$ cat config.mk
export PLATFORM = sky130hd
export DESIGN_NAME = sq_fetch_sched
export DESIGN_NICKNAME = d
export VERILOG_FILES = /design/src/rtl/sq_fetch_sched.sv
export SDC_FILE = /design/constraint.sdc
export NUM_CORES = 1
export LEC_CHECK = 0
export BUFFER_PORTS_ARGS = -buffer_cell sky130_fd_sc_hd__buf_2
export CAP_MARGIN = 20
export CORE_ASPECT_RATIO = 1.2
export CORE_MARGIN = 10
export CORE_UTILIZATION = 49
export CTS_CLUSTER_SIZE = 30
export DETAILED_ROUTE_END_ITERATION = 6
export PLACE_DENSITY = 0.8
export SETUP_SLACK_MARGIN = 0.02
export SKIP_LAST_GASP = 1
export SLEW_MARGIN = 20
export SYNTH_ARGS = -nofsm -noshare
export SYNTH_HDL_FRONTEND = slang
export SYNTH_SLANG_ARGS = --single-unit
$ cat constraint.sdc
create_clock -name clk -period 2.4 [get_ports clk]
set_clock_uncertainty 0.1 [all_clocks]
set_input_delay 0 -clock clk [delete_from_list [all_inputs] [get_ports clk]]
set_output_delay 0 -clock clk [all_outputs]
set_load 0.01 [all_outputs]
$ cat src/rtl/sq_fetch_sched.sv
// Send-queue fetch scheduler: walks the SQ ring and issues one DataMover MM2S command per WQE.
// Optional completion watchdog enabled by defining SQ_TIMEOUT_EN.
module sq_fetch_sched #(
    parameter int unsigned WQE_BYTES      = 64,
    parameter int unsigned SQ_IDX_W       = 4,
    parameter int unsigned TIMEOUT_CYCLES = 1024
) (
    input  logic                clk,
    input  logic                rst,
    input  logic                global_enable,
    input  logic [31:0]         sq_base_addr,
    input  logic [SQ_IDX_W:0]   sq_size,
    input  logic [SQ_IDX_W-1:0] sq_tail,
    output logic [SQ_IDX_W-1:0] hw_sq_head,
    output logic [71:0]         m_axis_mm2s_cmd_tdata,
    output logic                m_axis_mm2s_cmd_tvalid,
    input  logic                m_axis_mm2s_cmd_tready,
    input  logic                mm2s_rd_xfer_cmplt,
    output logic                busy,
    output logic [31:0]         wqe_processed,
    output logic                err_timeout,
    output logic [31:0]         debug_status_word
);

    localparam logic [1:0] IDLE       = 2'd0;
    localparam logic [1:0] ISSUE      = 2'd1;
    localparam logic [1:0] WAIT_CMPLT = 2'd2;
    localparam logic [1:0] ADVANCE    = 2'd3;

    logic [1:0]          state;
    logic [SQ_IDX_W-1:0] head;
    logic [71:0]         cmd;
    logic [31:0]         wqe_cnt;
    logic [7:0]          spurious;
    logic                bad_tail;
    logic                eligible;
    logic                tail_out_of_range;
    logic [31:0]         head_ext;
    logic [31:0]         cmd_addr;
    logic [SQ_IDX_W:0]   head_inc;

`ifdef SQ_TIMEOUT_EN
    logic        err_to_q;
    logic [31:0] watchdog;
    assign err_timeout = err_to_q;
`else
    assign err_timeout = 1'b0;
`endif

    assign head_ext          = 32'(head);
    assign cmd_addr          = sq_base_addr + head_ext * WQE_BYTES;
    assign head_inc          = {1'b0, head} + (SQ_IDX_W+1)'(1);
    assign tail_out_of_range = ({1'b0, sq_tail} >= sq_size);
    assign eligible          = global_enable && (sq_size != '0) && !tail_out_of_range &&
                               (head != sq_tail) && !err_timeout;

    always_ff @(posedge clk) begin
        if (rst) begin
            state    <= IDLE;
            head     <= '0;
            cmd      <= '0;
            wqe_cnt  <= '0;
            spurious <= '0;
            bad_tail <= 1'b0;
`ifdef SQ_TIMEOUT_EN
            err_to_q <= 1'b0;
            watchdog <= '0;
`endif
        end else begin
            if ((sq_size != '0) && tail_out_of_range)
                bad_tail <= 1'b1;
            if (mm2s_rd_xfer_cmplt && (state != WAIT_CMPLT) && (spurious != 8'hFF))
                spurious <= spurious + 8'd1;

            case (state)
                IDLE: begin
                    if (eligible) begin
                        state <= ISSUE;
                        // Address and tag are captured here so later config writes cannot disturb the command.
                        cmd   <= {4'd0, head_ext[3:0], cmd_addr, 1'b0, 1'b1, 6'd0, 1'b1, 23'(WQE_BYTES)};
                    end
                end
                ISSUE: begin
                    if (m_axis_mm2s_cmd_tready) begin
                        state <= WAIT_CMPLT;
`ifdef SQ_TIMEOUT_EN
                        watchdog <= '0;
`endif
                    end
                end
                WAIT_CMPLT: begin
                    if (mm2s_rd_xfer_cmplt) begin
                        state <= ADVANCE;
`ifdef SQ_TIMEOUT_EN
                    end else if (watchdog == 32'(TIMEOUT_CYCLES - 1)) begin
                        err_to_q <= 1'b1;
                        state    <= IDLE;
                    end else begin
                        watchdog <= watchdog + 32'd1;
`endif
                    end
                end
                ADVANCE: begin
                    head    <= (head_inc == sq_size) ? '0 : head_inc[SQ_IDX_W-1:0];
                    wqe_cnt <= wqe_cnt + 32'd1;
                    state   <= IDLE;
                end
                default: state <= IDLE;
            endcase
        end
    end

    assign hw_sq_head             = head;
    assign wqe_processed          = wqe_cnt;
    assign busy                   = (state != IDLE);
    assign m_axis_mm2s_cmd_tvalid = (state == ISSUE);
    assign m_axis_mm2s_cmd_tdata  = cmd;

    // Packed to 32 bits with flags in [11:8], head in [23:16], spurious count in [31:24].
    assign debug_status_word = {spurious, 8'(head), 4'd0, bad_tail, err_timeout, global_enable, busy,
                                6'd0, state};

endmodule

==> results of run 1 <==
## registers in the layout (all words and copies together) (netlist names)
| register | count |
|---|---|
| bad_tail | 1 |
| hw_sq_head | 4 |
| m_axis_mm2s_cmd_tdata | 37 |
| spurious | 8 |
| state | 2 |
| wqe_processed | 32 |
## layer usage
layer,vias to the layer above,share of wire
li1,2093,-
met1,1981,0.41
met2,150,0.50
met3,16,0.075
met4,0,0.015
met5,-,0
## cell usage in the layout, fill, tap and decap left out, types with 3 or more instances in the layout
cell           instances
nor4_2                 3
clkbuf_16              9
and2_1                 3
o21ai_0               10
buf_4                  8
nor2b_1                4
inv_1                 18
nand3_1               16
dfxtp_1               84
a21oi_1               15
xnor2_1               38
buf_2                139
nand2b_1               9
nand4_1               18
nor2_1                86
a211oi_2              19
and3_1                 6
a211oi_1               4
or3_1                  8
xor2_1                26
clkinvlp_4             3
clkinv_2               3
nor3_1                16
ha_1                  16
and4_1                 5
dlygate4sd3_1         27
conb_1                49
mux2i_1               17
nand2_1               24
## how the worst min path moves through the flow
| stage | slack [ns] | from | to |
|---|---|---|---|
| after floorplan | -0.008 | global_enable | debug_status_word[9] |
| after global placement | 0.11 | global_enable | debug_status_word[9] |
| after detailed placement | 0.11 | global_enable | debug_status_word[9] |
| after CTS | 0.008 | sq_base_addr[13] | m_axis_mm2s_cmd_tdata[45] |
| after global routing | 0.03 | sq_base_addr[13] | m_axis_mm2s_cmd_tdata[45] |
| final | 0.007 | sq_base_addr[10] | m_axis_mm2s_cmd_tdata[42] |
## cell families (layout without fill, tap and decap cells)
| group | after synthesis | after routing |
|---|---|---|
| AO/OA/AOI/OAI | 62 | 62 |
| XOR/XNOR | 64 | 64 |
| adder cells (fa/ha/maj) | 17 | 17 |
| buffers and inverters | 97 | 210 |
| flip-flops | 84 | 84 |
| multiplexers | 17 | 17 |
| other | 1 | 49 |
| AND/OR/NAND/NOR | 212 | 212 |
## layout make-up
class                   count  area share
multi-input cells         421       0.455
flip-flops and latches     84       0.281
clock inverters             7      0.0113
repair buffers            176       0.178
clock buffers               9      0.0376
well taps                 123      0.0257
inverters                  18      0.0113
## tightest hold or removal path, cell delays in order
cell and delay [ns]:
buf_2 0.12, a211oi_1 0.05, nor2_1 0.08, mux2i_1 0.07, nor2_1 0.08
## through the flow
step / cell area (um^2) / power [uW] / util / setup slack (ns) / cells
2_1_floorplan: 5030 / 2580 / - / 0.337 / 602
3_3_place_gp: 5430 / 2850 / 0.564 / 0.320 / 795
5_1_grt: 5990 / 4510 / 0.623 / 0.141 / 838
6_report: 5990 / 4250 / 0.623 / 0.311 / 838
3_5_place_dp: 5430 / 2900 / 0.564 / 0.254 / 795
4_1_cts: 5990 / 4300 / 0.623 / 0.288 / 838
## power groups by stage
stage               sequential [uW]  clock (uW)  combinational (uW)
detailed placement             1680           0                1220
CTS                            1640        1390                1260
global route                   1670        1450                1390
floorplan                      1740           0                 839
finish                         1640        1350                1260
global placement               1660           0                1180
## what timing repair did
item | CTS | global route
hold endpoints to repair | 35 | 0
setup endpoints to repair | 0 | 0
hold buffers | 27 | 0
resized for setup | 0 | 0
==> impl_metrics.csv, run 1 <==
group,metric,value,unit
sta,layout_min_cycle_time,2.09,ns
global_route,grt.met2_usage,0.308,
floorplan,die-area,14300,um^2
synth,synthArstFlopShare,0,
synth,synth_mux_area_frac,0.0351,
routing,route.detailed.drc,0,
worst_hold_path,holdCritPathClass,"primary input to register",
finish,drive_above_1_share,0.276,
job,maxCapViolations,0,
sta,whs,0.00681,ns
routing,wire_per_inst,15.2,um
critical_path,critPathMaxStageDelay,0.50,ns
clocking,clkSlewWorstSetupHoldPaths,0.06,ns
synth,synth_cells,554,
routing,ant_nets,0,
clocking,tritoncts,"yes",
critical_path,crit_cells,6,
synth,synth-edff-count,0,
global_route,grt-ovfl-total,0,
floorplan,io_pins,189,
clocking,clk_latency,0.33,ns
sta,drv_slew,0,
power,p_leak,0.00261,uW
routing,drt_iter0_drc,129,
synth,syn-cell-area,4850,um^2
critical_path,crit_family,"simple AND/OR/NAND/NOR gates",
power,combPwrFrac,0.296,
synth,synth_top_cells_by_count,"86 x nor2_1, 84 x dfxtp_1, 58 x buf_4, 38 x xnor2_1, 26 x xor2_1",
synth,ys_warn_count,0,
power,p_sw,1370,uW
critical_path,reg2reg_from,"hw_sq_head[1]",
critical_path,end_kind,"register",
synth,synth_fa_ha_area_frac,0.0454,
sta,finalHoldViolations,0,
global_route,grt_pass1_wl,20900,um
power,p_int,2890,uW
finish,regArea,1680,um^2
floorplan,core,9610,um^2
critical_path,reg2reg_setup_slack,0.31,ns
power,powerDensity,710,nW/um^2
critical_path,endpoint,"hw_sq_head[2]",
clocking,cts_sinks,84,
routing,routed_wl,12800,um
routing,via_count,4240,
power,ir_drop,0.307,mV
outcome,outcome,"complete, no violations",
global_route,grt_use_met1,0.190,
synth,yosys.area_share.simple,0.222,
synth,synth_top_area_share,0.346,
placed_design,gp_congestion,0.860,
sta,max_freq,0.479,GHz
power,power_frac_seq,0.387,
finish,layout.nets,773,
critical_path,worstPathArrival,2.21,ns
routing,first_pass_iters,4,
global_route,antenna_found_initial,0,
routing,viasPerCell,5.06,
synth,synthXorXnorAreaFrac,0.115,
sta,rsz0062_at_grt,"no",
sta,tightestPinTransition,0.626,ns
finish,num_antenna_cells,0,
floorplan,rows,39,
global_route,grtUsageMet3,0.0559,
global_route,grt_max_degree,46,
power,switching_share,0.322,
sta,period_share,0.870,
critical_path,crit_start,"hw_sq_head[1]",
critical_path,crit_required,2.52,ns
critical_path,reg2reg_depth,6,
finish,synthToLayoutAreaGrowth,23.4,%
synth,yosysSeqAreaShare,0.346,
global_route,busiest_layer,"met2",
synth,synth_area_leaders,"dfxtp_1 35%, buf_4 9.0%, xnor2_1 6.9%",
critical_path,path_max_fanout,6,
synth,ys_ff_latch,84,
critical_path,crit_buf_inv,0,
sta,slew_headroom,0.579,
synth,synth_compound_area_frac,0.106,
clocking,post-cts-setup-buffer-count,0,
synth,ys_types,50,
synth,synth_top_family_by_area,"simple AND/OR/NAND/NOR gates",
floorplan,die_y,129,um
sta,setup_tns,0,ns
synth,yosysMostFrequentCell,"nor2_1",
floorplan,die_w,111,um
global_route,grt_usage,0.172,
critical_path,cp-start-kind,"register",
power,pwr-share-clk,0.318,
worst_hold_path,hold_depth,5,
critical_path,worstSetupPathType,"register to register",
synth,synth.avg_cell_area,8.76,um^2
floorplan,start_util,0.505,
clocking,numCtsBuffers,9,
clocking,cts_max_level,3,
global_route,grt_pass1_vias,4253,
placed_design,numPortBuffers,139,
clocking,clock_path_buffers,2,
placed_design,dpl.hpwl,9840,um
critical_path,worstPathCellList,"ha_1 > or3b_2 > a21oi_1 > o211ai_1 > nand4b_1 > a31oi_1",
sta,setup-violations-final,0,
critical_path,rr_endpoint,"hw_sq_head[2]",
synth,synth_top_area_cell,"dfxtp_1",
synth,synth_flop_cell,"dfxtp_1",
critical_path,cp_slowest_cell,"dfxtp_1",
finish,multi_input_area,2730,um^2
finish,fillerInstances,838,
clocking,cts_root_buffer,"clkbuf_16",
Note: power is estimated with default switching activity, not from simulation.
==> inputs of run 2 (changes only) <==
CORE_UTILIZATION = 51   (was 49)
CTS_BUF_LIST = sky130_fd_sc_hd__clkbuf_8   (was not set)
PLACE_DENSITY = 0.83   (was 0.8)
SLEW_MARGIN = 15   (was 20)
==> impl_metrics.csv, run 2 (synthesis results as in run 1) <==
group,metric,value,unit
placed_design,dp.cells,790,
finish,final_cell_mix,"139 x buf_2, 86 x nor2_1, 84 x dfxtp_1",
clocking,clkSlewWorstSetupHoldPaths,0.08,ns
worst_hold_path,holdCritPathClass,"primary input to register",
sta,tightestPinTransition,0.747,ns
floorplan,die_w,109,um
clocking,clock_path_buffers,2,
power,powerDensity,660,nW/um^2
sta,slew_headroom,0.502,
routing,first_pass_iters,5,
critical_path,critPathMaxStageDelay,0.54,ns
clocking,cts_max_level,3,
power,ir_drop,0.358,mV
routing,viasPerCell,5.14,
finish,layout.nets,777,
routing,wire_per_inst,15.9,um
worst_hold_path,hold_depth,4,
finish,largest_reg_flops,37,
sta,finalHoldViolations,0,
routing,via_count,4315,
global_route,grt_usage,0.178,
job,maxCapViolations,0,
global_route,grt_pass1_vias,4253,
sta,max_freq,0.440,GHz
placed_design,gp_congestion,0.822,
critical_path,path_max_fanout,29,
critical_path,crit_start,"sq_size[0]",
finish,final_common_cell,"buf_2",
clocking,cts_sinks,84,
critical_path,crit_buf_inv,3,
finish,fillerInstances,752,
floorplan,io_pins,189,
outcome,outcome,"complete, no violations",
critical_path,worstPathCellList,"dlygate4sd3_1 > buf_2 > ha_1 > nand2b_1 > a2111oi_4 > o2111a_2 > buf_12 > mux2i_1 > nor2_1",
floorplan,die_y,127,um
sta,setup-violations-final,0,
global_route,grt_pass1_wl,20400,um
clocking,cts_root_buffer,"clkbuf_8",
floorplan,die-area,13800,um^2
critical_path,reg2reg_depth,6,
power,p_leak,0.00259,uW
global_route,grt_use_met1,0.193,
routing,drt_iter0_drc,148,
critical_path,crit_required,2.50,ns
critical_path,reg2reg_from,"hw_sq_head[1]",
sta,rsz0062_at_grt,"no",
global_route,busiest_layer,"met2",
global_route,grt.met2_usage,0.323,
sta,layout_min_cycle_time,2.27,ns
clocking,clk_latency,0.35,ns
sta,drv_slew,0,
sta,period_share,0.947,
global_route,grtUsageMet3,0.0507,
finish,drive_above_1_share,0.272,
routing,route.detailed.drc,0,
routing,ant_nets,0,
floorplan,rows,38,
global_route,grt_max_degree,59,
sta,setup_tns,0,ns
global_route,grt-ovfl-total,0,
clocking,tritoncts,"yes",
critical_path,reg2reg_setup_slack,0.22,ns
finish,synthToLayoutAreaGrowth,22.8,%
routing,routed_wl,13300,um
placed_design,numPortBuffers,139,
clocking,numCtsBuffers,9,
global_route,antenna_found_initial,1,
critical_path,crit_family,"buffers and inverters",
critical_path,worstSetupPathType,"primary input to register",
floorplan,start_util,0.529,
critical_path,end_kind,"register",
critical_path,crit_cells,9,
finish,final_cells,839,
critical_path,cp-start-kind,"primary input",
placed_design,dpl.hpwl,9840,um
floorplan,core,9180,um^2
worst_hold_path,hold_path_startpoint,"mm2s_rd_xfer_cmplt",
critical_path,cp_slowest_cell,"dlygate4sd3_1",
critical_path,worstPathArrival,2.38,ns
## run 2: worst paths after layout
check	endpoint
max	m_axis_mm2s_cmd_tdata[43]
min	state[1]
max reg2reg	m_axis_mm2s_cmd_tdata[58]
min reg2reg	spurious[1]
## run 2: tightest hold or removal path, stage by stage
cell and delay [ns]:
buf_2 0.10, nor2b_1 0.10, a2111o_1 0.14, mux2i_1 0.07
## run 2: metal layers
| metal | vias up | part of all wire |
|---|---|---|
| li1 | 2098 | - |
| met1 | 2013 | 0.38 |
| met2 | 186 | 0.52 |
| met3 | 18 | 0.091 |
| met4 | 0 | 0.015 |
| met5 | - | 0 |
## run 2: area by class of cell
| class | instances | area [um^2] | share of cell area |
|---|---|---|---|
| multi-input cells | 421 | 2740 | 0.460 |
| well taps | 120 | 150 | 0.0252 |
| clock inverters | 5 | 52.6 | 0.00882 |
| repair buffers | 180 | 1130 | 0.189 |
| clock buffers | 10 | 138 | 0.0231 |
| diodes | 1 | 2.50 | 0.000420 |
| flip-flops and latches | 84 | 1680 | 0.282 |
| inverters | 18 | 67.6 | 0.0113 |
## run 2: through the flow
stage	hold WS, ns	instance area [um^2]	worst slack, ns	total power [uW]	util
after floorplan	-0.00823	5030	0.337	2580	-
after global placement	0.107	5410	0.296	2830	0.589
after detailed placement	0.113	5410	0.207	2880	0.589
after CTS	0.00210	5920	0.0915	3910	0.645
after global routing	0.0270	5960	0.0576	4170	0.649
final	0.0133	5960	0.126	3930	0.649
## run 2: power breakdown
part | total (uW) | switching, uW | internal, uW
Clock | 987 | 489 | 498
Combinational | 1290 | 737 | 557
Sequential | 1650 | 104 | 1550
## run 2: what timing repair did
item	in CTS	in global routing
resized for setup	0	1
hold buffers	32	0
endpoints found under the setup margin	0	29
hold endpoints to repair	31	0
buffers inserted	0	0
